**src/rtl/grid_painter.sv**
```systemverilog
// -----------------------------------------------------------------------------
// grid_painter
//   Command-driven writer for the GridData dual-port RAM (64x48 cells, 4-bit
//   colour index per cell). Game logic hands over SET / FILL / CLEAR commands
//   on a valid/ready handshake. Each command is expanded into one cell write
//   per iVGA_CLK cycle, in row-major order, on the RAM's write port. The read
//   side of the RAM, which is used by the VGA scan-out, is not touched.
//
// Ports
//   iVGA_CLK   in   clock, shared with the GridData read side
//   iRST_n     in   asynchronous reset, active-low
//   cmd_valid  in   a command is present
//   cmd_ready  out  a command can be accepted (high only while idle)
//   cmd_op     in   00 NOP, 01 SET cell, 10 FILL rectangle, 11 CLEAR grid
//   cmd_x0/y0  in   corner A (the cell for SET)
//   cmd_x1/y1  in   corner B (FILL only)
//   cmd_color  in   colour index to write
//   wraddress  out  GridData write address, y*GRID_W + x
//   wren       out  GridData write enable
//   data       out  GridData write data
//   busy       out  high while a command is being processed
//   done       out  one-cycle pulse after the last write (or after a NOP)
// -----------------------------------------------------------------------------
module grid_painter #(
  parameter int GRID_W  = 64,
  parameter int GRID_H  = 48,
  parameter int COLOR_W = 4,
  parameter int ADDR_W  = 12
) (
  input  logic               iVGA_CLK,
  input  logic               iRST_n,
  input  logic               cmd_valid,
  output logic               cmd_ready,
  input  logic [1:0]         cmd_op,
  input  logic [5:0]         cmd_x0,
  input  logic [5:0]         cmd_y0,
  input  logic [5:0]         cmd_x1,
  input  logic [5:0]         cmd_y1,
  input  logic [COLOR_W-1:0] cmd_color,
  output logic [ADDR_W-1:0]  wraddress,
  output logic               wren,
  output logic [COLOR_W-1:0] data,
  output logic               busy,
  output logic               done
);

  localparam int         XBITS = $clog2(GRID_W);
  localparam logic [5:0] X_MAX = 6'(GRID_W - 1);
  localparam logic [5:0] Y_MAX = 6'(GRID_H - 1);

  localparam logic [1:0] OP_NOP   = 2'b00;
  localparam logic [1:0] OP_SET   = 2'b01;
  localparam logic [1:0] OP_FILL  = 2'b10;
  localparam logic [1:0] OP_CLEAR = 2'b11;

  typedef enum logic [1:0] {
    IDLE   = 2'b00,
    PAINT  = 2'b01,
    FINISH = 2'b10
  } state_t;

  state_t             state_q, state_d;
  // Cursor: the cell currently presented on the write port.
  logic [5:0]         cx_q, cx_d;
  logic [5:0]         cy_q, cy_d;
  // Normalised rectangle bounds; the start row is only needed at accept time.
  logic [5:0]         xs_q, xs_d;
  logic [5:0]         xe_q, xe_d;
  logic [5:0]         ye_q, ye_d;
  logic               wren_q, wren_d;
  logic [COLOR_W-1:0] data_q, data_d;

  // Rectangle derived from the command fields currently on the inputs.
  logic [5:0]         y0_clamped, y1_clamped;
  logic [5:0]         rect_xs, rect_xe, rect_ys, rect_ye;
  logic               last_cell;

  // ---------------------------------------------------------------------------
  // Command decode: normalise corners into start/end bounds. Rows beyond the
  // bottom of the grid are pulled back to the last row; columns are 6 bits and
  // therefore always inside a 64-wide grid.
  // ---------------------------------------------------------------------------
  always_comb begin
    y0_clamped = (cmd_y0 > Y_MAX) ? Y_MAX : cmd_y0;
    y1_clamped = (cmd_y1 > Y_MAX) ? Y_MAX : cmd_y1;
    rect_xs    = cmd_x0;
    rect_xe    = cmd_x0;
    rect_ys    = y0_clamped;
    rect_ye    = y0_clamped;
    case (cmd_op)
      OP_FILL: begin
        rect_xs = (cmd_x0 < cmd_x1) ? cmd_x0 : cmd_x1;
        rect_xe = (cmd_x0 < cmd_x1) ? cmd_x1 : cmd_x0;
        rect_ys = (y0_clamped < y1_clamped) ? y0_clamped : y1_clamped;
        rect_ye = (y0_clamped < y1_clamped) ? y1_clamped : y0_clamped;
      end
      OP_CLEAR: begin
        rect_xs = 6'd0;
        rect_xe = X_MAX;
        rect_ys = 6'd0;
        rect_ye = Y_MAX;
      end
      default: begin
        // SET (and NOP, whose bounds are never used) keep corner A.
      end
    endcase
  end

  assign last_cell = (cx_q == xe_q) && (cy_q == ye_q);

  // ---------------------------------------------------------------------------
  // Next-state and registered-output logic.
  // ---------------------------------------------------------------------------
  always_comb begin
    state_d = state_q;
    cx_d    = cx_q;
    cy_d    = cy_q;
    xs_d    = xs_q;
    xe_d    = xe_q;
    ye_d    = ye_q;
    wren_d  = 1'b0;
    data_d  = data_q;

    case (state_q)
      IDLE: begin
        if (cmd_valid) begin
          data_d = cmd_color;
          if (cmd_op == OP_NOP) begin
            state_d = FINISH;
          end else begin
            // The first cell goes out on the very next cycle.
            state_d = PAINT;
            wren_d  = 1'b1;
            cx_d    = rect_xs;
            cy_d    = rect_ys;
            xs_d    = rect_xs;
            xe_d    = rect_xe;
            ye_d    = rect_ye;
          end
        end
      end

      PAINT: begin
        if (last_cell) begin
          state_d = FINISH;
        end else begin
          wren_d = 1'b1;
          if (cx_q == xe_q) begin
            cx_d = xs_q;
            cy_d = cy_q + 6'd1;
          end else begin
            cx_d = cx_q + 6'd1;
          end
        end
      end

      FINISH: begin
        state_d = IDLE;
      end

      default: begin
        state_d = IDLE;
      end
    endcase
  end

  always_ff @(posedge iVGA_CLK or negedge iRST_n) begin
    if (!iRST_n) begin
      state_q <= IDLE;
      cx_q    <= '0;
      cy_q    <= '0;
      xs_q    <= '0;
      xe_q    <= '0;
      ye_q    <= '0;
      wren_q  <= 1'b0;
      data_q  <= '0;
    end else begin
      state_q <= state_d;
      cx_q    <= cx_d;
      cy_q    <= cy_d;
      xs_q    <= xs_d;
      xe_q    <= xe_d;
      ye_q    <= ye_d;
      wren_q  <= wren_d;
      data_q  <= data_d;
    end
  end

  // GRID_W is a power of two, so y*GRID_W + x is a plain bit concatenation of
  // the cursor registers.
  assign wraddress = (ADDR_W'(cy_q) << XBITS) | ADDR_W'(cx_q);
  assign wren      = wren_q;
  assign data      = data_q;
  assign cmd_ready = (state_q == IDLE);
  assign busy      = (state_q != IDLE);
  assign done      = (state_q == FINISH);

endmodule

```
**config.mk**
```make
export PLATFORM = sky130hd
export DESIGN_NAME = grid_painter
export DESIGN_NICKNAME = d
export VERILOG_FILES = /design/src/rtl/grid_painter.sv
export SDC_FILE = /design/constraint.sdc
export NUM_CORES = 1
export LEC_CHECK = 0
export BUFFER_PORTS_ARGS = -buffer_cell sky130_fd_sc_hd__buf_2
export CORE_ASPECT_RATIO = 1.1
export CORE_MARGIN = 1
export CORE_UTILIZATION = 58
export CTS_BUF_LIST = sky130_fd_sc_hd__clkbuf_8
export DETAILED_ROUTE_END_ITERATION = 10
export GPL_TIMING_DRIVEN = 0
export HOLD_SLACK_MARGIN = 0.06
export PLACE_DENSITY = 0.89
export SETUP_SLACK_MARGIN = 0.5
export SLEW_MARGIN = 20
export SYNTH_ARGS = -nofsm -noshare
export SYNTH_HDL_FRONTEND = slang
export SYNTH_SLANG_ARGS = --single-unit
```
**constraint.sdc**
```tcl
create_clock -name iVGA_CLK -period 3.7 [get_ports iVGA_CLK]
set_input_delay 0.185 -clock iVGA_CLK [delete_from_list [all_inputs] [get_ports iVGA_CLK]]
set_output_delay 0.185 -clock iVGA_CLK [all_outputs]
set_load 0.05 [all_outputs]
```
Word level (Yosys, flattened, before mapping)
Index checks and enable logic that the tools add are counted.
{ "word_totals": {"ff_bits": 37, "inputBits": 33, "output_inout_bits": 20, "word_cells": 65} }
{ "classes": {"n_addsub": 2, "order_cmp": 4, "eq_ne": 11, "muxes": 28, "bitwise": 2, "reduce_logical": 10} }
{ "ops": {"columns": ["operator", "count"], "rows": [
  ["6-bit 2-to-1 mux", 14],
  ["6-bit one-hot mux with 2 select lines", 6],
  ["6-bit by 1-bit adder with 6-bit output (second input constant)", 2],
  ["6-bit == test", 2],
  ["6-bit > comparator (second input constant)", 2],
  ["6-bit less-than comparator", 2],
  ["12-bit by 6-bit bitwise OR with 12-bit output", 1],
  ["2-bit inequality test (second input constant)", 5],
  ["2-bit == test (second input constant)", 3],
  ["2-bit 2-to-1 mux", 3],
  ["5-bit AND reduction", 1],
  ["2-bit logical NOT", 2],
  ["2-bit one-hot mux with 2 select lines", 1],
  ["2-bit AND reduction", 2],
  ["4-bit AND reduction", 1],
  ["2-bit nonzero test", 2],
  ["1-bit 2-to-1 mux", 3],
  ["3-bit AND reduction", 1],
  ["2-bit by 1-bit == test with 1-bit output (second input constant)", 1],
  ["1-bit one-hot mux with 2 select lines", 1],
  ["1-bit logical AND", 1],
  ["1-bit inverter", 1]
]} }

Logic depth before layout (Yosys ltp)
{ "depth": {"depth_word": 8, "depth_mapped": 9, "mapped_depth_nobuf": 8} }

Worst setup path before layout
No wires, ideal clock.
{ "synth_path": {"kind": "register to register", "from": "reg state_q[0]", "to": "reg cy_q[0]", "arrival_ns": 2.371, "t_required_ns": 3.574, "setup_slack_ns": 1.203, "path_stages_with_launch": 8, "path_buffers": 1, "path_cell_list": "dfrtp_1 -> nor2_1 -> and2_1 -> buf_2 -> o21ai_1 -> o21ai_0 -> a31oi_1 -> a311o_1"} }
{ "synth_via": {"elab_chain_len": 3, "word_cells_on_any_way": 9, "cone_classes": "5 x eq/ne; 1 x mux; 3 x reduce/logical"} }
{ "synth_lines": {"columns": ["element", "line", "text"], "rows": [
  ["start: declaration", "62", "state_t state_q, state_d;"],
  ["start signal: assignment", "178", "state_q <= state_d;"],
  ["2-bit logical NOT *", null, null],
  ["net cmd_ready", "33", "output logic cmd_ready,"],
  ["2-bit inequality test (no line) / 2-bit nonzero test (equally long branches)", null, null],
  ["5-bit AND reduction (no line)", null, null],
  ["end signal: assignment", "180", "cy_q <= cy_d;"],
  ["end: declaration", "65", "logic [5:0] cy_q, cy_d;"]
]} }
The timed path passes the listed nets; every way through them passes the cells marked *.
A chain may end at the register's enable or synchronous reset.

Final worst setup path
{ "layout_path": {"from": "reg state_q[0]", "to": "reg cx_q[0]"} }
{ "layout_via": {"elab_chain_len": 3, "word_cells_on_any_way": 8, "cone_classes": "4 x eq/ne; 1 x mux; 3 x reduce/logical"} }
{ "layout_lines": {"columns": ["element", "line", "text"], "rows": [
  ["2-bit by 1-bit == test with 1-bit output / 2-bit logical NOT (equally long branches)", "124", "case (state_q)"],
  ["2-bit inequality test (no line) / 2-bit nonzero test (equally long branches)", null, null],
  ["4-bit AND reduction (no line)", null, null],
  ["end signal: assignment", "170", "cx_q <= '0;"],
  ["end signal: assignment", "179", "cx_q <= cx_d;"],
  ["end: declaration", "64", "logic [5:0] cx_q, cx_d;"]
]} }
Several ways; a longest one is shown, not always the timed one.

==> run metrics <==
status complete, no violations; DIE HEIGHT 73.1 um; worst r2r path cells 5; final setup margin 1220 ps; most frequent cells in the layout 54 x buf_2, 37 x dfrtp_1, 35 x a21oi_1, 22 x nor2_1, 19 x nand2_1; Critical Path End cx_q[0]; Worst VDD drop 0.774 mV; reg-to-reg slack, setup 1220 ps; max_cap viols 0; CTS root buf clkbuf_8; largest net degree at the start of global routing 38; gpl congestion 0.981; WL final 7060 um; CTS tree yes; CP max FO 9; dominant cell type by area after synthesis dfrtp_1; Fmax achieved 404 MHz; Rows 25; CTS H-tree lvls 2; Pwr Total 0.00259 W; critical path class register to register; # diodes 0; first-pass GRT wire length 11600 um; synth warn 0; Ports 53; CTS max path bufs 2; DR pass1 iterations 5; synthesized cell area 2660 sq um; Total GRT Usage 31.9%; fin util 71.9%; Initial Util 61.2%; initial antenna violation count 0; Hold Crit Class input pin to register; slowest CP cell a21oi_1; Arrival @ worst endpoint 2670 ps; RSZ-0062 raised after global routing false; Synth Instances 297; Post-synth EDFFs 0; vias in the first global route 2401; clock skew 9.57 ps; die area 4870 sq um; area grow syn2layout 17.3%; layout cells sized above 1 21.3%; most common cell after layout, fill and taps aside buf_2; Final Hold Vio Count 0; Worst setup SP type register; CTS Buf Count 5; Core ar. 4350 sq um; clock sink count 37; Slew Limit Headroom 34.6%; PortBufs 50; Post-synth ARST share 100%; top cells by area, synth dfrtp_1 35%, a21oi_1 6.6%, ha_1 5.2%; Vias 2613; Die X 66.6 um; Vias per Instance 6.37; Mapped Avg Cell Area 8.96 sq um; sequence of cells on the critical path nor2_1 -> nand2_1 -> a21oi_1 -> o221ai_1 -> o2111a_1; PD cells 829 nW/um^2; Distinct cells, synth 53; Critical Path Source state_q[0]; post-synth top area share 34.8%; final-report max-slew violation count 0; Worst Tran Pin Value 981 ps; pre-CTS setup slack 1240 ps; Setup Viol. Count Final 0; Congestion Overflow GR 0; CP Capture Type register; Syn Nets 341; r2r startpoint state_q[0]; hold slack final 120 ps; Clock Latency Late Sink 300 ps; Post-layout nets 399; setup TNS 0 ps; reg2reg end cx_q[0]; WL per Instance 17.2 um; Clock transition at path regs 80 ps; prevailing post-synth register cell dfrtp_1; period utilization 66.9%; fin crit period 2480 ps; register area share after synthesis 34.8%; CP required 3890 ps; number of DRC markers in iteration 0 243; ANT nets after route 0; crit-path max cell delay 780 ps; Residual DRC 0; post-DP HPWL 5300 um; Leakage Power 1.42 nW; Yosys reg bits 37
==> Yosys cell counts (7+ instances only) <==
cell      count
mux2i_1      11
xnor2_1      11
o21ai_0       9
a21o_1        8
inv_1        15
clkbuf_1      8
dfrtp_1      37
nor2_1       22
nand2_1      19
a21oi_1      35
xor2_1        7
ha_1         11
nand3_1      10
==> where the power goes <==
part | internal [W] | switching (W)
logic | 0.000487 | 0.000878
clock network | 0.000268 | 0.000147
registers | 0.000601 | 0.000210
total | 0.00136 | 0.00124
==> worst max-delay path, delay by kind of cell, from the launching register on <==
family	cells	cell delay (ps)
AOI/OAI and AO/OA	3	1480
and+or+nand+nor	2	450
DFF	1	450
==> worst min path at each step <==
stage                 startpoint      end  slack, ps  cells after the start
finish              cmd_color[3]  data[3]        120                      2
global route        cmd_color[3]  data[3]        120                      2
CTS                 cmd_color[3]  data[3]        120                      2
detailed placement        iRST_n  cy_q[5]        320                      1
global placement          iRST_n  cy_q[5]        310                      1
floorplan                 iRST_n  cx_q[0]       -110                      0
==> registers in the layout, summed over array words and instances (netlist names) <==
| name | flops |
|---|---|
| wren | 1 |
| data | 4 |
| xe_q | 6 |
| ye_q | 6 |
| xs_q | 6 |
| cx_q | 6 |
| state_q | 2 |
| cy_q | 6 |
==> metal layers <==
layer	vias up	GRT usage [%]	wire, um
met5	-	0	0
met4	0	10.2	163
met3	25	6.72	594
met2	138	50.5	3370
met1	1226	43.4	2930
li1	1224	-	-
==> layout make-up <==
cell class / instances / area, sq um
buffer: 13 / 53.8
clock buffer: 5 / 68.8
clock inverter: 3 / 65.1
fill: 311 / 1220
inverter: 17 / 63.8
multi-input combinational: 230 / 1620
sequential: 37 / 926
tap: 54 / 67.6
timing repair buffer: 51 / 260
==> cells by family after synthesis <==
kind of cell	count (synthesis)	synth area share, %
xor gates and xnor gates	18	5.92
AOI/OAI and AO/OA	95	25.0
DFF	37	34.8
and+or+nand+nor	83	15.5
adders and majority gates	12	5.59
muxes	22	8.79
buffers and inverters	30	4.42
==> timing repair <==
| action | 4_1_cts | 5_1_grt |
|---|---|---|
| hold buffers | 1 | 0 |
| endpoints found under the hold margin | 37 | 0 |
| resized for setup | 0 | 0 |
| buffers inserted | 0 | 0 |
==> per-stage QoR <==
stage / std cells / cell area (sq um)
CTS: 410 / 3120
global route: 410 / 3120
detailed placement: 401 / 2980
floorplan: 297 / 2660
finish: 410 / 3120
global placement: 401 / 2980
Power figures use the tool's default switching activity.
